### src/rtl/ram_arb_pkg.sv
// Shared types and defaults for the two-port RAM arbiter.
// Build option: define RAM_ARB_ROUND_ROBIN_EN for round-robin arbitration;
// leave it undefined for fixed priority, where port 0 always wins.
package ram_arb_pkg;

  localparam int AW_DEF     = 8;
  localparam int DW_DEF     = 26;
  localparam int RD_LAT_DEF = 1;

  localparam int PORT0 = 0;
  localparam int PORT1 = 1;

  typedef enum logic [1:0] {
    IDLE  = 2'd0,
    ISSUE = 2'd1,
    WAIT  = 2'd2
  } state_t;

  // One-hot strobe for a single port index.
  function automatic logic [1:0] port_mask(input logic port);
    return port ? 2'b10 : 2'b01;
  endfunction

endpackage

### src/rtl/ram_arbiter_rr_pick2.sv
// Combinational two-way winner selection.
// RAM_ARB_ROUND_ROBIN_EN defined: on a double request, the port that did not win
// last time is chosen. Undefined: port 0 wins whenever it requests.
// The output is only meaningful when req != 0.
module rr_pick2
  import ram_arb_pkg::*;
(
  input  logic [1:0] req,
  output logic       winner
`ifdef RAM_ARB_ROUND_ROBIN_EN
  ,
  input  logic       last
`endif
);

  // Winner selection from the current request pair.
  always_comb begin
`ifdef RAM_ARB_ROUND_ROBIN_EN
    if (req == 2'b11) winner = ~last;
    else              winner = req[PORT1] & ~req[PORT0];
`else
    winner = req[PORT1] & ~req[PORT0];
`endif
  end

endmodule

### src/rtl/ram_arbiter.sv
// Two-requester arbiter for a single-port synchronous RAM.
// One access is in flight at a time: IDLE -> ISSUE -> (write) IDLE
//                                                   -> (read)  WAIT -> IDLE.
// All outputs except rdata are registered; rdata is the RAM q passed straight through.
// Build option: RAM_ARB_ROUND_ROBIN_EN selects round-robin instead of fixed priority.
module ram_arbiter
  import ram_arb_pkg::*;
#(
  parameter int AW     = AW_DEF,
  parameter int DW     = DW_DEF,
  parameter int RD_LAT = RD_LAT_DEF
) (
  input  logic          clk,
  input  logic          rst_n,
  input  logic [1:0]    req,
  input  logic [1:0]    we,
  input  logic [AW-1:0] addr0,
  input  logic [AW-1:0] addr1,
  input  logic [DW-1:0] wdata0,
  input  logic [DW-1:0] wdata1,
  output logic [1:0]    gnt,
  output logic [1:0]    rvalid,
  output logic [DW-1:0] rdata,
  output logic [AW-1:0] ram_addr,
  output logic [DW-1:0] ram_data,
  output logic          ram_wren,
  output logic          ram_rden,
  input  logic [DW-1:0] ram_q
);

  // The counter only has to hold RD_LAT-1.
  localparam int CW = (RD_LAT > 1) ? $clog2(RD_LAT) : 1;

  state_t        state_q, state_d;
  logic          sel_q, sel_d;
  logic [CW-1:0] cnt_q, cnt_d;
  logic [1:0]    gnt_d, rvalid_d;
  logic [AW-1:0] addr_d;
  logic [DW-1:0] data_d;
  logic          wren_d, rden_d;
  logic          pick;

`ifdef RAM_ARB_ROUND_ROBIN_EN
  logic last_q, last_d;

  rr_pick2 u_pick (
    .req    (req),
    .winner (pick),
    .last   (last_q)
  );
`else
  rr_pick2 u_pick (
    .req    (req),
    .winner (pick)
  );
`endif

  assign rdata = ram_q;

  // Next-state and next-output logic for the access sequencer.
  always_comb begin
    // NOTE: every signal gets a default first so no path leaves one unassigned (no latches).
    state_d = state_q;
    sel_d   = sel_q;
    cnt_d   = cnt_q;
    gnt_d   = '0;
    wren_d  = 1'b0;
    rden_d  = 1'b0;
    addr_d  = ram_addr;
    data_d  = ram_data;
`ifdef RAM_ARB_ROUND_ROBIN_EN
    last_d  = last_q;
`endif

    case (state_q)
      IDLE: begin
        if (req != 2'b00) begin
          sel_d   = pick;
          addr_d  = pick ? addr1  : addr0;
          data_d  = pick ? wdata1 : wdata0;
          wren_d  = we[pick];
          rden_d  = ~we[pick];
          gnt_d   = port_mask(pick);
`ifdef RAM_ARB_ROUND_ROBIN_EN
          last_d  = pick;
`endif
          state_d = ISSUE;
        end
      end
      ISSUE: begin
        // The command is on the RAM pins this cycle; reads then wait out the latency.
        if (ram_rden) begin
          state_d = WAIT;
          cnt_d   = CW'(RD_LAT - 1);
        end else begin
          state_d = IDLE;
        end
      end
      WAIT: begin
        if (cnt_q == '0) state_d = IDLE;
        else             cnt_d   = cnt_q - 1'b1;
      end
      default: state_d = IDLE;
    endcase

    // rvalid is registered, so it is raised for the WAIT cycle whose counter reads zero,
    // which is exactly RD_LAT cycles after ISSUE.
    rvalid_d = (state_d == WAIT && cnt_d == '0) ? port_mask(sel_d) : 2'b00;
  end

  // State, counter and registered RAM command / strobe outputs.
  always_ff @(posedge clk or negedge rst_n) begin
    if (!rst_n) begin
      state_q  <= IDLE;
      sel_q    <= 1'b0;
      cnt_q    <= '0;
      gnt      <= '0;
      rvalid   <= '0;
      ram_addr <= '0;
      ram_data <= '0;
      ram_wren <= 1'b0;
      ram_rden <= 1'b0;
`ifdef RAM_ARB_ROUND_ROBIN_EN
      last_q   <= 1'b1;
`endif
    end else begin
      // NOTE: non-blocking assignments so every register updates from pre-edge values.
      state_q  <= state_d;
      sel_q    <= sel_d;
      cnt_q    <= cnt_d;
      gnt      <= gnt_d;
      rvalid   <= rvalid_d;
      ram_addr <= addr_d;
      ram_data <= data_d;
      ram_wren <= wren_d;
      ram_rden <= rden_d;
`ifdef RAM_ARB_ROUND_ROBIN_EN
      last_q   <= last_d;
`endif
    end
  end

endmodule

### config.mk
export PLATFORM = sky130hd
export DESIGN_NAME = ram_arbiter
export DESIGN_NICKNAME = d
export VERILOG_FILES = /design/src/rtl/ram_arb_pkg.sv /design/src/rtl/ram_arbiter_rr_pick2.sv /design/src/rtl/ram_arbiter.sv
export SDC_FILE = /design/constraint.sdc
export NUM_CORES = 1
export LEC_CHECK = 0
export BUFFER_PORTS_ARGS = -buffer_cell sky130_fd_sc_hd__buf_2
export CORE_ASPECT_RATIO = 0.5
export CORE_MARGIN = 5
export CORE_UTILIZATION = 45
export DETAILED_ROUTE_END_ITERATION = 16
export PLACE_DENSITY = 0.89
export SYNTH_ARGS = -nofsm -noshare
export SYNTH_HDL_FRONTEND = slang
export SYNTH_SLANG_ARGS = --single-unit
### constraint.sdc
create_clock -name clk -period 2.34 [get_ports clk]
set_input_delay 0.468 -clock clk [delete_from_list [all_inputs] [get_ports clk]]
set_output_delay 0.468 -clock clk [all_outputs]
set_load 0.05 [all_outputs]
# After elaboration in Yosys (flattened, before gate mapping)
# Index checks and enable logic that the tools add are counted.
dict set report totals {
  ff_bits 44
  input_bits 100
  out_inout_bits 66
  wordCells 44
}
dict set report classes {
  add_sub_neg 1
  magnitude_cmp 1
  n_eq_ne 3
  mux 22
  bitwise_logic 4
  n_reduce_logical 4
}
# operator n
set op_table {}
lappend op_table {{$mux W26} 1}
lappend op_table {{$mux W2} 8}
lappend op_table {{$mux W1} 10}
lappend op_table {{$mux W8} 1}
lappend op_table {{$pmux W2 S3} 1}
lappend op_table {{$eq A2 B2 Y1 const B} 2}
lappend op_table {{$not A1 Y1} 3}
lappend op_table {{$eq A2 B1 Y1 const B} 1}
lappend op_table {{$logic_not A2 Y1} 1}
lappend op_table {{$lt A1 B2 Y1 const B} 1}
lappend op_table {{$pmux W1 S2} 1}
lappend op_table {{$reduce_and A2 Y1} 1}
lappend op_table {{$reduce_bool A2 Y1} 1}
lappend op_table {{$and A1 B1 Y1} 1}
lappend op_table {{$logic_and A1 B1 Y1} 1}
lappend op_table {{$sub A1 B1 Y1 const B} 1}

# Longest topological paths before layout
dict set report depth {
  word_depth 7
  mapped_depth 7
}

# Cells and area by module
# From an unflattened synthesis, not the netlist that was laid out.
dict set report hier_totals {
  cells_unflattened 212
  hier_area_um2 2233.4
}
# module n_inst cells_each area_per_inst_um2
set modules_own_cells {}
lappend modules_own_cells {ram_arbiter 1 211 2219.6}
lappend modules_own_cells {rr_pick2 1 1 13.8}

# Worst setup path before layout
# Ideal clock, no wire load.
dict set report synth_path {
  path_kind {reg2reg}
  start {register state_q[1]}
  end {register ram_addr[0]}
  setup_time_ns 0.137
  t_arrival_ns 1.296
  path_slack_ns 0.907
  stages_incl_launch_ff 8
  period_less_slack_ns 1.433
  cell_sequence {dfrtp_1 -> inv_1 -> ha_1 -> buf_2 -> buf_4 -> buf_2 -> o22ai_1 -> a21oi_1}
}
dict set report synth_via {
  elab_chain_len 2
}
# item line
set synth_rtl {}
lappend synth_rtl {{start: declaration} ram_arbiter.sv:34} ;# state_t state_q, state_d;
lappend synth_rtl {{start signal: assignment} ram_arbiter.sv:128} ;# state_q <= state_d;
lappend synth_rtl {{$logic_not A2 Y1} ram_arbiter.sv:75} ;# case (state_q)
lappend synth_rtl {{$reduce_and A2 Y1 (no source line)} -}
lappend synth_rtl {{end signal: assignment} ram_arbiter.sv:133} ;# ram_addr <= addr_d;
lappend synth_rtl {{end: declaration} ram_arbiter.sv:24} ;# output logic [AW-1:0] ram_addr,
# No other way between the ends.
# A chain may end at the register's enable or synchronous reset.

# Worst setup path after layout
dict set report layout_path {
  start {register state_q[1]}
  end {register ram_data[3]}
}
dict set report layout_via {
  elab_chain_len 2
}
# item line
set layout_rtl {}
lappend layout_rtl {{$logic_not A2 Y1} ram_arbiter.sv:75}
lappend layout_rtl {{$reduce_and A2 Y1 (no source line)} -}
lappend layout_rtl {{end signal: assignment} ram_arbiter.sv:134} ;# ram_data <= data_d;
lappend layout_rtl {{end: declaration} ram_arbiter.sv:25} ;# output logic [DW-1:0] ram_data,
# No other way between the ends.

==> key figures <==
Logic synthesis
  • Ys flop type: dfrtp_1
  • Area leader, netlist: dfrtp_1
  • Fraction of registers with async set/reset: between 90% and 100%
  • Yosys top cell area share: 44.7%
  • Post-Syn Area per Cell: about 9.4 µm²
  • Top cells by count, synth: dfrtp_1 (44), a21oi_1 (37), o21ai_0 (37)
  • Sequential area share after synthesis: roughly 45%
  • Synth unique cells: 26
  • Synth Instances: ~260
  • Synth area leaders: dfrtp_1 (45%), nand3b_1 (10%), o22ai_1 (8.6%), buf_4 (8.2%), a21oi_1 (7.5%)
  • EDFF count, synth: 0
  • Syn_nets: 366
  • Synth Cell Area: 2460 µm²
  • Yosys warns: 0
  • Most common cell in the netlist: dfrtp_1
  • Yosys reg bits: 44

Die
  • Die Y: around 62 µm
  • Core Area: 5400 µm²
  • Die Span X: 115 µm
  • I/O Pins: 166
  • Starting Density: between 40% and 50%
  • # rows: 19
  • Die ar.: 7140 µm²

Global route
  • GRT overflow: 0
  • Vias in the first global route: between 2000 and 2500
  • Initial antenna violation count: 0
  • Global Route Usage Sum: approximately 18%
  • Largest net degree at the start of global routing: 49
  • First-pass GRT wire length: about 10000 µm

Finish
  • Layout cells sized above 1: between 30% and 40%
  • # fillers: ~470
  • Nets: approximately 440
  • Register area: roughly 1100 µm²
  • N_diodes: 0
  • Multi-input logic area: roughly 1000 µm²
  • Area Overhead vs Synth: 21.8%

Placed design
  • DP HPWL: roughly 4700 µm
  • Place WS: roughly 0.6 ns
  • Buffers on Ports: ~110
  • GPL Wtd Cong: approximately 0.82

Routing
  • First-pass iteration count of the detailed router: 4
  • Drt initial violations: between 100 and 150
  • Total Wirelength: 6440 µm
  • Vias: between 2000 and 2500
  • Residual DRC count: 0
  • Final ANT Viol Nets: 0
  • Wire length per cell: around 16 µm
  • Post-DR vias/cell: around 5.5

Pwr
  • Pleak: about 1.3 nW
  • Worst vdd ir: ~0.83 mV
  • Pwr dens: about 1500 nW/µm²

Timing
  • Setup_tns: 0 ns
  • Period utilization: around three quarters
  • RSZ-0062 raised after global routing: no
  • Clock skew: approximately 0.014 ns
  • Final Hold Fails: 0
  • Final setup margin: approximately 0.55 ns
  • Final setup vio count: 0
  • Worst slew margin: between 60% and 70%
  • Final Critical Period: between 1.5 and 2 ns
  • Max Slew Vio Count: 0
  • Achievable clock frequency: approximately 560 MHz
  • Slew @ Worst Pin: roughly 0.5 ns

Worst setup path
  • Crit Path Category: reg -> reg
  • Worst path cell trace: inv_1, ha_2, buf_4, nand3b_1, o21ai_0, a21oi_1
  • Slowest-stage cell, CP: dfrtp_1
  • CP Capture Type: register
  • CP peak stage delay: between 0.4 and 0.5 ns
  • Required @ worst endpoint: between 2 and 3 ns
  • CP Launch Point: state_q[1]
  • Worst r2r src: state_q[1]
  • CP Data Arrival Time: 1.95 ns
  • CP Launch Type: register
  • CP max FO: 30

Clock network
  • CTS Hold Bufs: 0
  • Post-CTS Repair Setup Buffers: 0
  • Post-CTS Resized: 0
  • CTS tree: yes
  • CTS Buffer Depth: 2
  • H-tree depth: 2
  • Worst-path clk slew: around 0.090 ns
  • Clock Sink Count: 44
  • Root Buffer: clkbuf_8
  • TritonCTS Buffers: 5
  • Worst-Skew Late Latency: approximately 0.30 ns

Hold path
  • Worst min path class: in -> async

Run
  • Max Cap Violations: 0

Outcome
  • Status: completed
-- critical path: cells and delay by family, from the launching register on --
kind,cells,cell delay [ns]
buffers and inverters,2,0.49
DFF,1,0.43
adders and majority gates,1,0.41
AOI/OAI and AO/OA,2,0.20
and+or+nand+nor,1,0.11
-- through the flow --
| step | hold WS [ns] | util, % | std cells | area [µm²] | power, mW |
|---|---|---|---|---|---|
| after global routing | 0.156 | 55.6 | 412 | 3000 | 4.90 |
| after CTS | 0.124 | 55.6 | 412 | 3000 | 4.64 |
| after floorplan | 0.172 | - | 261 | 2460 | 3.48 |
| final | 0.121 | 55.6 | 412 | 3000 | 4.62 |
| after global placement | 0.462 | 53.3 | 404 | 2880 | 3.96 |
| after detailed placement | 0.459 | 53.3 | 404 | 2880 | 4.01 |
-- sequential cells by signal, indices dropped and copies added (netlist names), 2 cells and up --
signal,cells
gnt,2
ram_addr,8
ram_data,26
rvalid,2
state_q,2
-- path summary, 6_finish.rpt --
check	endpoint	slack, ns	cells past startpoint
max reg2reg	ram_data[3]	0.55	6
min in group clk	ram_data[14]	0.43	3
max	ram_data[3]	0.55	6
max in group asynchronous	ram_addr[6]	1.72	2
min	ram_data[15]	0.12	1
min reg2reg	ram_data[0]	0.58	2
-- final cells by class --
cell class / instances / area share (%)
inverter: 4 / 0.501
clock inverter: 2 / 1.29
tap: 73 / 3.05
multi-input combinational: 164 / 34.9
clock buffer: 6 / 2.75
sequential: 44 / 36.7
timing repair buffer: 119 / 20.8
-- metal layers --
layer | GRT usage [%] | wire length [µm] | vias to the layer above
li1 | - | - | 1082
met1 | 21.5 | 2630 | 1098
met2 | 29.9 | 3390 | 65
met3 | 3.10 | 230 | 32
met4 | 8.00 | 189 | 0
met5 | 0 | 0 | -
-- power breakdown --
part	internal, mW	switching, mW
Sequential	1.10	0.238
Combinational	0.706	1.96
Clock	0.349	0.263
Total	2.16	2.46
-- cell usage in the layout (no fill, tap or decap), types with 2 or more instances in the layout --
cell,n
inv_1,3
clkbuf_8,6
and2_1,2
nand3b_1,34
nand2_1,3
buf_4,5
buf_2,113
o22ai_1,34
o21ai_0,37
dfrtp_1,44
ha_1,4
a21oi_1,37
-- logic make-up (layout without fill, tap and decap cells) --
| family | after synthesis | after routing | synth area share [%] |
|---|---|---|---|
| and+or+nand+nor | 47 | 47 | 14.6 |
| adders and majority gates | 5 | 5 | 2.54 |
| buffers and inverters | 53 | 131 | 12.9 |
| DFF | 44 | 44 | 44.7 |
| AOI/OAI and AO/OA | 112 | 112 | 25.3 |
Power figures use the tool's default switching activity.
